## src/rtl/mx_int8_pkg.sv

```systemverilog
// Shared constants and FSM state type for the MXINT8 block-sum datapath.
// Included by the block-sum top and its normalizer.
package mx_int8_pkg;

  localparam int SCALE_WIDTH = 8;
  localparam int ELEM_WIDTH  = 8;
  localparam int BLOCK_SIZE  = 32;
  localparam int ACC_WIDTH   = ELEM_WIDTH + $clog2(BLOCK_SIZE);

  localparam logic [SCALE_WIDTH-1:0] SCALE_NAN   = 8'hFF;
  localparam logic [SCALE_WIDTH-1:0] SCALE_MAX   = 8'hFE;
  localparam logic [ELEM_WIDTH-1:0]  ELEM_UNUSED = 8'h80;

  typedef enum logic [1:0] {
    IDLE,
    ACCUM,
    NORM,
    OUT
  } state_t;

endpackage

```

## src/rtl/mx_int8_sum_normalize.sv

```systemverilog
// Combinational MXINT8 sum normalizer: shift search, round, overflow.
// MX_INT8_SUM_SATURATE_EN saturates scale overflow instead of NaN.
module mx_int8_sum_normalize #(
  parameter int AW   = mx_int8_pkg::ACC_WIDTH,
  parameter int SW   = mx_int8_pkg::SCALE_WIDTH,
  parameter int EW   = mx_int8_pkg::ELEM_WIDTH,
  parameter int KMAX = $clog2(mx_int8_pkg::BLOCK_SIZE)
) (
  input  logic signed [AW-1:0] acc,
  input  logic [SW-1:0]        scale,
  input  logic                 nan,
  output logic [SW-1:0]        out_scale,
  output logic [EW-1:0]        out_element,
  output logic                 out_nan
);
  import mx_int8_pkg::*;

  localparam logic [AW:0]   EMAX_W = (AW+1)'(2**(EW-1) - 1);
  localparam logic [EW-1:0] EMAX_E = EW'(2**(EW-1) - 1);

  logic          neg;
  logic [AW:0]   ext;
  logic [AW:0]   mag;
  logic [AW:0]   rnd;
  logic [AW:0]   t;
  logic          found;
  logic [SW:0]   k;
  logic [EW-1:0] m;
  logic [SW:0]   sum;

  always_comb begin
    neg   = acc[AW-1];
    ext   = {acc[AW-1], acc};
    mag   = neg ? -ext : ext;
    found = 1'b0;
    k     = '0;
    m     = '0;
    rnd   = '0;
    t     = '0;
    // smallest shift whose rounded magnitude fits in int8
    for (int i = 0; i <= KMAX; i++) begin
      rnd = ((AW+1)'(1) << i) >> 1;
      t   = (mag + rnd) >> i;
      if (!found && t <= EMAX_W) begin
        found = 1'b1;
        k     = (SW+1)'(i);
        m     = t[EW-1:0];
      end
    end
    sum = {1'b0, scale} + k;
  end

  always_comb begin
    out_scale   = sum[SW-1:0];
    out_element = neg ? -m : m;
    out_nan     = 1'b0;
    if (nan) begin
      out_scale   = SCALE_NAN;
      out_element = '0;
      out_nan     = 1'b1;
    end else if (sum > {1'b0, SCALE_MAX}) begin
`ifdef MX_INT8_SUM_SATURATE_EN
      out_scale   = SCALE_MAX;
      out_element = neg ? -EMAX_E : EMAX_E;
      out_nan     = 1'b0;
`else
      out_scale   = SCALE_NAN;
      out_element = '0;
      out_nan     = 1'b1;
`endif
    end
  end

endmodule

```

## src/rtl/mx_int8_block_sum_seq.sv

```systemverilog
// Multi-cycle MXINT8 block reducer: LANES-wide accumulate then normalize.
// MX_INT8_SUM_SATURATE_EN selects saturation on scale overflow.
module mx_int8_block_sum_seq #(
  parameter int BLOCK_SIZE  = mx_int8_pkg::BLOCK_SIZE,
  parameter int LANES       = 8,
  parameter int SCALE_WIDTH = mx_int8_pkg::SCALE_WIDTH,
  parameter int ELEM_WIDTH  = mx_int8_pkg::ELEM_WIDTH
) (
  input  logic                   clk,
  input  logic                   rst_n,
  input  logic                   in_valid,
  output logic                   in_ready,
  input  logic [SCALE_WIDTH-1:0] in_scale,
  input  logic [ELEM_WIDTH-1:0]  in_elements [BLOCK_SIZE],
  output logic                   out_valid,
  input  logic                   out_ready,
  output logic [SCALE_WIDTH-1:0] out_scale,
  output logic [ELEM_WIDTH-1:0]  out_element,
  output logic                   out_nan
);
  import mx_int8_pkg::*;

  localparam int AW    = ELEM_WIDTH + $clog2(BLOCK_SIZE);
  localparam int BEATS = BLOCK_SIZE / LANES;
  localparam int BW    = (BEATS > 1) ? $clog2(BEATS) : 1;
  localparam logic [BW-1:0] LAST = BW'(BEATS - 1);

  state_t                 state_q;
  state_t                 state_d;
  logic [SCALE_WIDTH-1:0] scale_q;
  logic [ELEM_WIDTH-1:0]  elems_q [BLOCK_SIZE];
  logic signed [AW-1:0]   acc_q;
  logic signed [AW-1:0]   lane_sum;
  logic [BW-1:0]          beat_q;
  logic                   nan_q;
  logic                   lane_nan;
  logic [SCALE_WIDTH-1:0] oscale_q;
  logic [SCALE_WIDTH-1:0] n_scale;
  logic [ELEM_WIDTH-1:0]  oelem_q;
  logic [ELEM_WIDTH-1:0]  n_elem;
  logic                   onan_q;
  logic                   n_nan;
  logic                   fire;

  function automatic logic signed [AW-1:0] sext(
    input logic [ELEM_WIDTH-1:0] e
  );
    return {{(AW-ELEM_WIDTH){e[ELEM_WIDTH-1]}}, e};
  endfunction

  assign fire = in_valid & in_ready;

  always_ff @(posedge clk or negedge rst_n) begin
    if (!rst_n) state_q <= IDLE;
    else        state_q <= state_d;
  end

  always_comb begin
    state_d = state_q;
    unique case (state_q)
      IDLE:    if (fire) state_d = ACCUM;
      ACCUM:   if (beat_q == LAST) state_d = NORM;
      NORM:    state_d = OUT;
      OUT:     if (out_ready) state_d = IDLE;
      default: state_d = IDLE;
    endcase
  end

  always_comb begin
    in_ready    = rst_n && (state_q == IDLE);
    out_valid   = (state_q == OUT);
    out_scale   = oscale_q;
    out_element = oelem_q;
    out_nan     = onan_q;
  end

  always_comb begin
    lane_sum = '0;
    lane_nan = 1'b0;
    for (int i = 0; i < LANES; i++) begin
      lane_sum = lane_sum + sext(elems_q[int'(beat_q) * LANES + i]);
      lane_nan = lane_nan |
                 (elems_q[int'(beat_q) * LANES + i] == ELEM_UNUSED);
    end
  end

  always_ff @(posedge clk or negedge rst_n) begin
    if (!rst_n) begin
      scale_q  <= '0;
      acc_q    <= '0;
      beat_q   <= '0;
      nan_q    <= 1'b0;
      oscale_q <= '0;
      oelem_q  <= '0;
      onan_q   <= 1'b0;
      for (int i = 0; i < BLOCK_SIZE; i++) elems_q[i] <= '0;
    end else begin
      unique case (1'b1)
        fire: begin
          scale_q <= in_scale;
          elems_q <= in_elements;
          acc_q   <= '0;
          beat_q  <= '0;
          nan_q   <= (in_scale == SCALE_NAN);
        end
        (state_q == ACCUM): begin
          acc_q  <= acc_q + lane_sum;
          beat_q <= beat_q + 1'b1;
          nan_q  <= nan_q | lane_nan;
        end
        (state_q == NORM): begin
          oscale_q <= n_scale;
          oelem_q  <= n_elem;
          onan_q   <= n_nan;
        end
        default: ;
      endcase
    end
  end

  mx_int8_sum_normalize #(
    .AW   (AW),
    .SW   (SCALE_WIDTH),
    .EW   (ELEM_WIDTH),
    .KMAX ($clog2(BLOCK_SIZE))
  ) u_norm (
    .acc         (acc_q),
    .scale       (scale_q),
    .nan         (nan_q),
    .out_scale   (n_scale),
    .out_element (n_elem),
    .out_nan     (n_nan)
  );

endmodule

```

## config.mk

```make
export PLATFORM = sky130hd
export DESIGN_NAME = mx_int8_block_sum_seq
export DESIGN_NICKNAME = d
export VERILOG_FILES = /design/src/rtl/mx_int8_pkg.sv /design/src/rtl/mx_int8_sum_normalize.sv /design/src/rtl/mx_int8_block_sum_seq.sv
export SDC_FILE = /design/constraint.sdc
export NUM_CORES = 1
export LEC_CHECK = 0
export ABC_AREA = 1
export CAP_MARGIN = 0
export CORE_UTILIZATION = 25
export DETAILED_ROUTE_END_ITERATION = 7
export SLEW_MARGIN = 30
export SYNTH_ARGS = -nofsm -noshare
export SYNTH_HDL_FRONTEND = slang
export SYNTH_SLANG_ARGS = --single-unit
```

## constraint.sdc

```tcl
create_clock -name clk -period 5.4 [get_ports clk]
set_input_delay 0.54 -clock clk [delete_from_list [all_inputs] [get_ports clk]]
set_output_delay 0.54 -clock clk [all_outputs]
set_load 0.03 [all_outputs]
```

After elaboration in Yosys (flattened, before gate mapping)

Cells that the tools add are included.

Add/subtract/negate cells: 24
Muxes and demuxes: 55
Order comparisons: 15
Reductions and logical operators: 14
Multipliers: 0
Div/mod/pow operators: 0
Equal/unequal tests: 16
Shifts and indexed selects: 0
Bitwise logic cells: 17

Operator list:

| kind                  | count |
|---|---|
| $bmux 8 s5            | 8 |
| $ge 32x6->1 const B   | 8 |
| $not 6->32            | 7 |
| $mux 8                | 27 |
| $eq 8x8->1 const B    | 9 |
| $mux 9                | 4 |
| $not 5->32            | 1 |
| $add 13x8->13         | 2 |
| $pmux 13 s2           | 1 |
| $add 5x3->6 const B   | 4 |
| $add 14x1->14 const B | 1 |
| $add 14x2->14 const B | 1 |
| $add 14x3->14 const B | 1 |
| $add 14x4->14 const B | 1 |
| $add 14x5->14 const B | 1 |
| $le 14x7->1 const B   | 1 |
| $mux 14               | 1 |
| $neg 14->14           | 1 |
| $add 12x8->13         | 1 |
| $add 13x13->13        | 1 |
| $le 13x7->1 const B   | 1 |
| $add 11x8->12         | 1 |
| $add 5x2->6 const B   | 2 |
| $le 12x7->1 const B   | 1 |
| 27 further kinds      | 55 |

Bits of input ports: 268
Memory bits (writable): 0
ROM bits: 0
Latch bits: 0
Output and inout bits: 19
Logic and storage cells: 181
Register bits: 299
Memories: 0

Longest topological paths before layout

Gate-level depths: netlist of the first run.

Word-level depth: 23
Mapped depth: 38
Mapped depth without buffers: 38

Hierarchy

From an unflattened synthesis of the first run, not the netlist that was laid out.

Cell total of the unflattened synthesis: 2,506
Area total of the unflattened synthesis: 18,353.9 um^2

Modules (own cells, without submodules):

| module                | area an instance (um^2) | seq. area each (um^2) | cells each | times used |
|---|---|---|---|---|
| mx_int8_block_sum_seq | 15,961.6                | 7,482.2               | 2,065      | 1 |
| mx_int8_sum_normalize | 2,392.3                 | 0.0                   | 441        | 1 |

Worst setup path after synthesis of the first run

OpenSTA, ideal clock, no wires.

Path type: register -> register
Start point: reg beat_q[0]
End point: reg acc_q[12]
Arrival time: 5.699 ns
Library setup time: 0.131 ns
Cell stages (with the launch flop): 33
Setup slack: -0.431 ns
Cells stage by stage: dfrtp_1 inv_1 clkbuf_1 clkbuf_1 clkbuf_1 clkbuf_1 o21ai_0 o22ai_1 fa_1 fa_1 fa_1 fa_1 ha_1 fa_1 nand2_1 nand2_1 a21oi_1 nor2_1 nor2_1 nor2_1 nor2_1 nor2_1 nor2_1 nor2_1 nor2_1 inv_1 nand2_1 inv_1 nor2_1 inv_1 a21oi_1 xnor2_1 o22ai_1

Longest elaborated chain between the ends: 14
Elaborated cells between the ends (all ways): 48

Ends and longest elaborated chain:

| element                                   | line                         | source |
|---|---|---|
| start: declaration                        | mx_int8_block_sum_seq.sv:34  | `logic [BW-1:0] beat_q;` |
| start signal: assignment                  | mx_int8_block_sum_seq.sv:108 | `beat_q <= beat_q + 1'b1;` |
| $add 5x1->6                               | mx_int8_block_sum_seq.sv:81  | `lane_sum = lane_sum + sext(elems_q[int'(beat_q) * LANES + i]);` |
| $not 6->32 (implied by the code)          | mx_int8_block_sum_seq.sv:81  |  |
| $bmux 8 s5                                | mx_int8_block_sum_seq.sv:81  |  |
| $mux 8 (implied by the code) (2 in a row) | mx_int8_block_sum_seq.sv:81  |  |
| $add 8x8->9                               | mx_int8_block_sum_seq.sv:81  |  |
| $add 9x8->10                              | mx_int8_block_sum_seq.sv:81  |  |
| $add 10x8->11                             | mx_int8_block_sum_seq.sv:81  |  |
| $add 11x8->12                             | mx_int8_block_sum_seq.sv:81  |  |
| $add 12x8->13                             | mx_int8_block_sum_seq.sv:81  |  |
| $add 13x8->13                             | mx_int8_block_sum_seq.sv:81  |  |
| $add 13x8->13 (*)                         | mx_int8_block_sum_seq.sv:81  |  |
| $add 13x13->13 (*)                        | mx_int8_block_sum_seq.sv:107 | `acc_q <= acc_q + lane_sum;` |
| $pmux 13 s2 (*)                           | mx_int8_block_sum_seq.sv:98  | `unique case (1'b1)` |
| end signal: assignment                    | mx_int8_block_sum_seq.sv:107 |  |
| end: declaration                          | mx_int8_block_sum_seq.sv:32  | `logic signed [AW-1:0] acc_q;` |

Mark *: on every way between the ends. The rest lies on a longest branch, timed or not. The select of a mux whose other input is x is not followed.
A chain may end at the register's enable or synchronous reset.

Worst setup path after layout of the first run

Same ends and word-level chain as after synthesis.

==> run summary, run 1 <==
Setup violations remaining at the end of the flow were counted as 0. The type of origin of the critical path is a flop. The largest net degree at the start of global routing is 104. Clock tree synthesis selected as its root buffer the cell clkbuf_16. The layout has 7090 filler cells. The area growth from synthesis to layout is 34.9%. The number of max-slew violations in the final report was 0. Setup repair after global routing could not meet its margin everywhere. In the final routed layout, each cell accounts on average for 17.8 um. The core area came out at 67600 sq um. The proportion of layout cells with a drive suffix above 1 is 10.6%. The net count after synthesis came out at 2571. After clock tree synthesis, the clock-pin slew on the worst setup and hold paths is 60 ps. The maximum fanout along the worst path came out at 20. After synthesis, the cell types taking the most area are dfrtp_1 43%, nand2_1 21%, fa_1 8.1%, o21ai_0 4.2%, nor2_1 3.6%. The category of the worst setup path capture point is a flop.

In this run the most critical hold path is launched from elems_q[148]. The dominant cell type by count on the critical path is nor2_1. On the critical path, the stage with the largest delay is an instance of fa_1. The number of different library cells in the post-synthesis netlist came out at 51.

The met1 global-route usage came out at 23.2%. The count of buffers from port buffering is 286. The weighted congestion at the end of routability-driven global placement is 0.921.

The final route contains 15700 vias. The overall routing resource usage is 17.5%. The number of antenna violations at the first check in global routing is 2.

The worst register-to-register path begins at beat_q[0]. The yosys synthesis warning count came out at 0. The number of buffers created by CTS came out at 36. The type of the setup path with the least slack is flop to flop.

Of the available clock period, the critical path in the final layout requires 99.6%. The largest area contributor in the synthesized netlist is dfrtp_1. In this run the core area contains 95 standard-cell rows. Global routing consumed, on the met3 layer, 2.31% of the routing resources. Summing every instance area after synthesis gives 17200 sq um.

The final layout net count is 2918. The largest single stage delay on the critical path is 520 ps. The worst hold path belongs to the class flop to flop.

The slew of the pin with the lowest slew margin came out at 964 ps. Detailed placement ended at an HPWL of 47600 um. The I/O pin count came out at 287. The post-layout minimum cycle time came out at 5380 ps. The final instance area came out at 23300 sq um. The die is 265 um wide. Based on the critical path, the design can be clocked at up to 0.186 GHz. For this run, design rule violations remaining after detail routing come to 0. The portion of the post-synthesis area used by sequential elements came out at 43.4%. TritonCTS built the clock tree.

The clock reaches the later pin of the worst-skew pair after 560 ps. The number of instances in the synthesized netlist came out at 2204. Once the floorplan was initialized, standard cells occupied 25.5% of the core. The worst endpoint required time came out at 5780 ps.

The number of hold-slack violations in the final timing report came out at 0. The number of buffers on the longest clock path came out at 3. The via count of the first global-routing pass came to 15800.

The global routing's busiest layer is met2. The number of maximum-capacitance constraint violations came out at 0. The floorplan step defined a die boundary enclosing 70000 sq um. Between clock sinks in the finished design, the worst skew comes to 32.4 ps. The first-pass iteration count of the detailed router is 5. The wire length of the first global-routing pass is 94000 um. The CTS H-tree depth came out at 2.

For this design, the sink count on the clock tree is 299. The number of vias per cell after detailed routing came out at 4.56. The final routed wirelength across all metal layers came out at 61300 um.

The detailed router finished its first iteration with 1321 violations. The synthesized area divided by synthesized cell count is 7.82 sq um. The flow ran to the end, and the final reports show no timing, DRC or antenna violations. The worst endpoint data arrival time is 5760 ps. Global routing used 29.6% of the available met2 tracks. The number of antenna-violating nets in the routed design came out at 0. The worst setup path startpoint is beat_q[0]. The standard cell area after detailed placement is 21800 sq um. The remaining global-route overflow is 0. The normalized max-slew margin came out at 35.7%.

The share of the synthesized area in the top cell type came out at 43.4%. The floorplan step set the die height to 265 um. The number of synthesized register bits is 299.
[layout by cell type (no fill, tap or decap), types with 6 or more instances in the layout]
cell / netlist / routed
nor2_2: 11 / 12
nand2_4: 8 / 9
clkbuf_16: 0 / 37
nand3_2: 7 / 7
xnor2_1: 11 / 11
clkdlybuf4s50_1: 0 / 285
fa_1: 70 / 66
nor3_1: 9 / 9
clkbuf_1: 98 / 6
nor4_1: 11 / 11
nand2_1: 966 / 965
xor2_1: 30 / 29
nand2_2: 10 / 10
o21ai_1: 8 / 14
o22ai_1: 67 / 62
nand3_1: 61 / 61
nor2_1: 167 / 166
buf_4: 0 / 115
dfrtp_1: 299 / 296
nand4_1: 11 / 11
ha_1: 29 / 27
o21ai_0: 144 / 137
buf_12: 0 / 8
inv_2: 9 / 11
inv_1: 100 / 98
a21oi_1: 22 / 20
[kinds of logic (layout without fill, tap and decap cells)]
| kind of cell | Yosys count | after routing | synth area share (%) |
|---|---|---|---|
| DFF | 299 | 299 | 43.4 |
| other | 0 | 1 | 0 |
| and+or+nand+nor | 1281 | 1281 | 30.7 |
| adders and majority gates | 99 | 99 | 10.2 |
| buffers and inverters | 221 | 594 | 4.97 |
| xor gates and xnor gates | 41 | 41 | 2.08 |
| AOI/OAI and AO/OA | 263 | 263 | 8.57 |
[final timing paths]
path,cells past startpoint,endpoint,slack [ps]
worst max-delay path,29,acc_q[12],20
worst min-delay path,2,elems_q[148],470
worst max register to register,29,acc_q[12],20
worst min register to register,2,elems_q[148],470
max in group asynchronous,4,acc_q[1],2910
min in group asynchronous,2,elems_q[63],530
[synthesized netlist by cell type, drive strengths merged]
library cell / count
a211oi: 1
a21boi: 1
a21o: 1
a21oi: 22
a221oi: 1
a22o: 2
a31oi: 1
a32o: 3
a32oi: 4
and2: 1
buf: 8
clkbuf: 98
clkinv: 6
dfrtp: 299
fa: 70
ha: 29
inv: 109
nand2: 984
nand3: 70
nand3b: 1
nand4: 14
nor2: 186
nor3: 10
nor4: 11
nor4b: 2
o2111ai: 1
o211ai: 1
o21ai: 153
o21bai: 1
o221ai: 1
o22ai: 67
o32ai: 3
or2: 2
xnor2: 11
xor2: 30
[repair_timing]
item | in CTS | in global routing
buffers inserted | 3 | 4
gates resized for setup | 12 | 22
pin swaps | 3 | 8
setup endpoints to repair | 2 | 21
endpoints found under the hold margin | 53 | 0
hold buffers | 1 | 0
[registers in the layout, indices dropped and copies added, names as in the netlist]
signal	flops
beat_q	2
out_nan	1
out_element	8
scale_q	8
elems_q	256
nan_q	1
acc_q	13
state_q	2
out_scale	8
[cell type report]
type | instances | area, sq um | area share (%)
multi-input cells | 1684 | 8980 | 38.6
flip-flops and latches | 299 | 7490 | 32.2
repair buffers | 415 | 3970 | 17.1
well taps | 873 | 1090 | 4.70
clock buffers | 47 | 1000 | 4.32
inverters | 115 | 452 | 1.94
clock inverters | 17 | 267 | 1.15
diodes | 1 | 2.50 | 0.0108
[per-layer routing]
layer	wire [um]	up-vias	share of wire, %
met5	13	-	0.021
met1	27200	7531	44
met3	2690	77	4.4
met2	29800	400	49
li1	-	7710	-
met4	1630	2	2.7
[metrics by stage]
stage               setup TNS (ps)  hold slack, ps  util, %  setup slack (ps)  std cells
global placement              -201             461     32.2              -176       3378
global route                  -762             485     34.4              -355       3451
detailed placement            -224             462     32.2              -166       3378
CTS                              0             479     34.2              11.4       3446
floorplan                        0             244        -              25.7       2204
finish                           0             475     34.4              18.9       3451
[critical path, delay by kind of cell (launching register included)]
family	cells	cell delay [ps]
DFF	1	500
buffers and inverters	5	450
and+or+nand+nor	12	830
AOI/OAI and AO/OA	5	750
xor gates and xnor gates	1	120
adders and majority gates	6	2560
Power of run 1 is not shown: default switching activity piles up to over one toggle a cycle in this logic, so the estimate is an artifact.
==> run 2, diff against run 1 <==
--- a/config.mk
+++ b/config.mk
@@ -7,8 +7,10 @@
 export LEC_CHECK = 0
 export ABC_AREA = 1
 export CAP_MARGIN = 0
+export CORE_MARGIN = 5
 export CORE_UTILIZATION = 25
 export DETAILED_ROUTE_END_ITERATION = 7
+export REMOVE_ABC_BUFFERS = 1
 export SLEW_MARGIN = 30
 export SYNTH_ARGS = -nofsm -noshare
 export SYNTH_HDL_FRONTEND = slang
==> run summary, run 2 (synthesis results as in run 1) <==
More flip-flops sit in one register than any other, and that register is elems_q. The library cell used most frequently in the layout, excluding fill and tap cells, is nand2_1. The largest registers in the layout are elems_q x256, acc_q x13. The overall routing resource usage is 15.9% (-1.6 points). The largest net degree at the start of global routing came out at 170 (+63%). The final instance area is 23500 sq um (+1.2%). The post-layout minimum cycle time is 5430 ps (+47.9 ps). The initial core utilization is 25.2% (-0.31 points).

The number of buffers on the longest clock path is 3 (unchanged). The maximum operating frequency came out at 0.184 GHz (-0.88%). The post-detailed-route wirelength per cell is 17.5 um (-1.8%). STA classifies the critical path endpoint as a flop. Setup repair after global routing could not meet its margin everywhere. The slew of the pin with the lowest slew margin was 845 ps (-119 ps). The setup violation total in the final timing report came out at 1 (+1).

The smallest setup slack after layout was -29.0 ps (-47.9 ps). The DRC violation total after the first TritonRoute iteration is 1109 (-16%). The I/O pin count was 287 (unchanged).

The area added between synthesis and finish is 36.6%. The share of the clock period used by the worst path is 101% (+0.89 points). The standard cell area after detailed placement came out at 21800 sq um (-0.21%). The sum of net half-perimeters after detailed placement came out at 45300 um (-4.8%).

The die extent in y is 273 um (+3.0%). The number of vias per cell after detailed routing was 4.51 (-1.0%). The number of maximum-capacitance constraint violations came to 0 (unchanged). The total DRC errors in the routed layout is 0 (unchanged).

The first-pass iteration count of the detailed router is 5 (unchanged). The dominant cell type by count on the critical path is nor2_1. The run finished, with violations left. The type of origin of the critical path is a flop. The number of buffers created by CTS is 37 (+2.8%). The wire length of the first global-routing pass is 93200 um (-0.81%).

The via count of the first global-routing pass came out at 15900 (+0.84%). The maximum fanout along the worst path was 7 (-65%). The final reports fail on setup timing. In the layout the commonest cells are 964 x nand2_1, 297 x dfrtp_1, 285 x clkdlybuf4s50_1, 159 x nor2_1, 121 x o21ai_0. The normalized max-slew margin is 43.7% (+7.9 points). The insertion delay to the later sink of the worst-skew pair came to 560 ps (about the same). The number of hold-slack violations in the final timing report came out at 0 (unchanged). The critical path in this run is classified as flop to flop. The number of clock sinks seen by CTS came out at 299 (unchanged).

The number of antenna-violating nets in the routed design is 0 (unchanged). The class of the tightest hold or removal check is flop to flop. The count of buffers from port buffering is 286 (unchanged). The total via count after detailed routing came out at 15600 (-0.88%). The remaining global-route overflow came out at 0 (unchanged).

The clock slew at the register clock pins of the worst setup and hold paths is 60 ps (about the same). The number of flip-flops under the largest register name came to 256 (unchanged). The largest stage delay on the critical path came out at 580 ps (+60 ps). CTS placed an instance of clkbuf_16 at the clock tree root.

The standard-cell row count came out at 96 (+1.1%). The final layout net count is 2912 (-0.21%). For this design, the slowest cell found on the critical path is fa_1. The clock tree skew after final layout came out at 20.3 ps (-12.0 ps). The die area was 74300 sq um (+6.1%).

The final routed wirelength across all metal layers came out at 60300 um (-1.7%). The number of max-slew violations in the final report was 0 (unchanged). The CTS H-tree depth came to 2 (unchanged). The worst endpoint required time is 5800 ps (+20 ps). The worst endpoint data arrival time came out at 5830 ps (+70 ps). The clock tree from TritonCTS is yes. The core area is 68500 sq um (+1.2%). The weighted congestion at the end of routability-driven global placement came to 0.910 (-1.2%). The number of antenna violations at the first check in global routing was 1 (-1). The proportion of layout cells with a drive suffix above 1 is 11.5% (+0.95 points). The horizontal die dimension is 273 um (+3.0%).
## run 2: cell count changes in the layout (fill, tap and decap cells not counted), moves of 5 or more
cell	change
buf_4	-25
o21ai_0	-16
o21ai_1	+16
o22ai_1	-11
o22ai_2	+11
buf_12	+8
nor2_1	-7
nor2_2	+6
buf_6	+5
## run 2: final timing paths
path / endpoint / startpoint / slack (ps) / cells past startpoint
worst max-delay path: acc_q[12] / beat_q[0] / -30 / 30
worst min-delay path: elems_q[165] / elems_q[165] / 470 / 2
worst max register to register: acc_q[12] / beat_q[0] / -30 / 30
worst min register to register: elems_q[165] / elems_q[165] / 470 / 2
max in group asynchronous: beat_q[0] / rst_n / 3520 / 4
min in group asynchronous: elems_q[247] / rst_n / 530 / 2
## run 2: per-stage QoR
stage,instances,setup TNS [ps],worst slack [ps],utilization (%),hold slack (ps)
floorplan,2098,-1585040,-6030,-,244
global placement,3369,-260,-223,31.8,459
detailed placement,3369,-337,-264,31.8,460
CTS,3442,-88.2,-88.2,34.0,476
global route,3454,-764,-462,34.4,493
finish,3455,-29.0,-29.0,34.4,471
## run 2: timing repair
action / in CTS / in global routing
cloned: 3 / 3
setup buffers: 3 / 8
hold buffers: 1 / 0
pin swaps: 13 / 23
endpoints found under the hold margin: 61 / 0
endpoints found under the setup margin: 2 / 21
gates resized for setup: 26 / 56
## run 2: layout make-up
type / count / area (sq um)
clock buffers: 49 / 1030
diodes: 1 / 2.50
clock inverters: 17 / 226
multi-input cells: 1684 / 9110
repair buffers: 406 / 4110
repair inverters: 2 / 13.8
fillers: 7222 / 44900
flip-flops and latches: 299 / 7490
well taps: 882 / 1100
inverters: 115 / 455
## run 2: per-layer routing
metal / track usage, % / vias up / wire, um
met5: 0 / - / 0
met4: 4.19 / 0 / 1500
met3: 2.84 / 76 / 2750
met2: 27.2 / 350 / 29700
met1: 21.0 / 7447 / 26300
li1: - / 7708 / -
## run 2: worst max-delay path: cells and delay by family, from the launching register on
kind                     cells  cell delay, ps
adder cells (fa/ha/maj)      6            2550
buffers and inverters        6             570
AO/OA/AOI/OAI                4             600
flip-flops                   1             530
XOR/XNOR                     1             120
AND/OR/NAND/NOR             13             890
Power of run 2 is left out for the same reason.
==> edit (settings of run 2) <==
The package constant `ELEM_WIDTH` goes from 8 to 12.
--- a/src/rtl/mx_int8_pkg.sv
+++ b/src/rtl/mx_int8_pkg.sv
@@ -3,7 +3,7 @@
 package mx_int8_pkg;
 
   localparam int SCALE_WIDTH = 8;
-  localparam int ELEM_WIDTH  = 8;
+  localparam int ELEM_WIDTH  = 12;
   localparam int BLOCK_SIZE  = 32;
   localparam int ACC_WIDTH   = ELEM_WIDTH + $clog2(BLOCK_SIZE);
 
Interface: changed (resized in_elements and out_element); port bits go from 287 to 419. No check against the original RTL was run, so the function may have changed too.
==> edit against run 2 <==
The run still ends with negative setup slack left. Maximum frequency decreased by 4.9%. Routed wire length increased by 58%. Sequential cell count increased by 136. Cell area increased by 45%. Worst setup slack got worse by 0.28 ns. Highest routed layer is now met5. Area after synthesis increased by 44%.
Power is not shown: default switching activity piles up to over one toggle a cycle in this logic, so the estimate is an artifact.
==> edit: results (changes against run 2) <==
[logic_synthesis]
synthXorXnorAreaFrac_pct=2.01  ; -0.071 points
yosys-top-cells-area=dfrtp_1 44%, nand2_1 22%, fa_1 7.9%
synth_commonest_cells=1417 x nand2_1, 435 x dfrtp_1, 269 x nor2_1
synth_fa_ha_area_share_pct=9.60  ; -0.64 points
synth_mux_area_share_pct=0.0455  ; +0.046 points
yosysUniqueCellTypes=50  ; -2.0%

[placement]
placed_area_mm2=0.0314  ; +44%
port_buffers=418  ; +46%
dp_hpwl_um=72900  ; +61%
place_congestion=0.905  ; -0.57%

[global_routing]
grt_pass1_wl_um=143000  ; +53%
antenna_found_initial=13  ; +12
grt_usage_pct=17.4  ; +1.5 points
grt_pass1_vias=23400  ; +47%

[sta]
setup_ws_ns=-0.307  ; -0.279 ns
slew-limit-headroom_pct=43.5  ; -0.19 points
setup_viol=4  ; +3

[drt]
drt_wl_total_um=95200  ; +58%
viasPerCell=4.53  ; +0.49%
dr.pass1.iters=7  ; +2

[critical_path]
crit_fanout=6  ; -1

[clocking]
numCtsBuffers=52  ; +41%

[layout]
largest_reg_flops=384  ; +50%
nNetsFinal=4228  ; +45%
fillerInstances=10200  ; +41%

[hold_path]
hp-class=primary input to flop

[outcome]
violations=negative setup slack
outcome=finished, violations left

## edit: cell type report
class	instances	share of cell area, %
multi-input combinational	2457	38.7
sequential	435	32.0
tap	1287	4.73
clock inverter	24	0.933
antenna	10	0.0735
inverter	136	1.57
clock buffer	68	4.36
timing repair buffer	619	17.7
## edit: timing repair
| item | CTS | global route |
|---|---|---|
| setup endpoints to repair | 26 | 29 |
| pin swaps | 28 | 43 |
| cloned | 1 | 2 |
| hold buffers | 1 | 0 |
| gates resized for setup | 74 | 99 |
| buffers inserted | 8 | 12 |
| hold endpoints to repair | 73 | 0 |
## edit: worst paths after layout
| check | startpoint | cells past startpoint | endpoint | slack [ns] |
|---|---|---|---|---|
| min in group asynchronous | rst_n | 2 | out_element[1] | 0.55 |
| worst min register to register | elems_q[126] | 2 | elems_q[126] | 0.47 |
| worst min-delay path | in_elements[123] | 3 | elems_q[123] | 0.46 |
| worst max register to register | beat_q[0] | 34 | acc_q[16] | -0.31 |
| worst max-delay path | beat_q[0] | 34 | acc_q[16] | -0.31 |
| max in group asynchronous | rst_n | 4 | elems_q[272] | 2.75 |
## edit: through the flow
step	setup WS [ns]	utilization, %	hold slack, ns	setup TNS [ns]	cells
floorplan	-11.03	-	0.244	-4383.23	3028
global placement	-0.464	31.9	0.457	-1.55	4909
detailed placement	-0.582	31.9	0.460	-2.53	4909
CTS	-0.311	34.1	0.419	-0.822	5011
global route	-0.631	34.6	0.448	-2.57	5030
finish	-0.307	34.6	0.457	-0.600	5036
## edit: per-layer routing
metal	vias up	track usage, %	share of wire (%)	routed length [um]
met3	170	2.63	4.9	4640
met4	10	5.95	3.8	3650
met2	615	30.5	49	47100
met1	10900	22.0	42	39800
li1	11200	-	-	-
met5	-	0	0.060	57
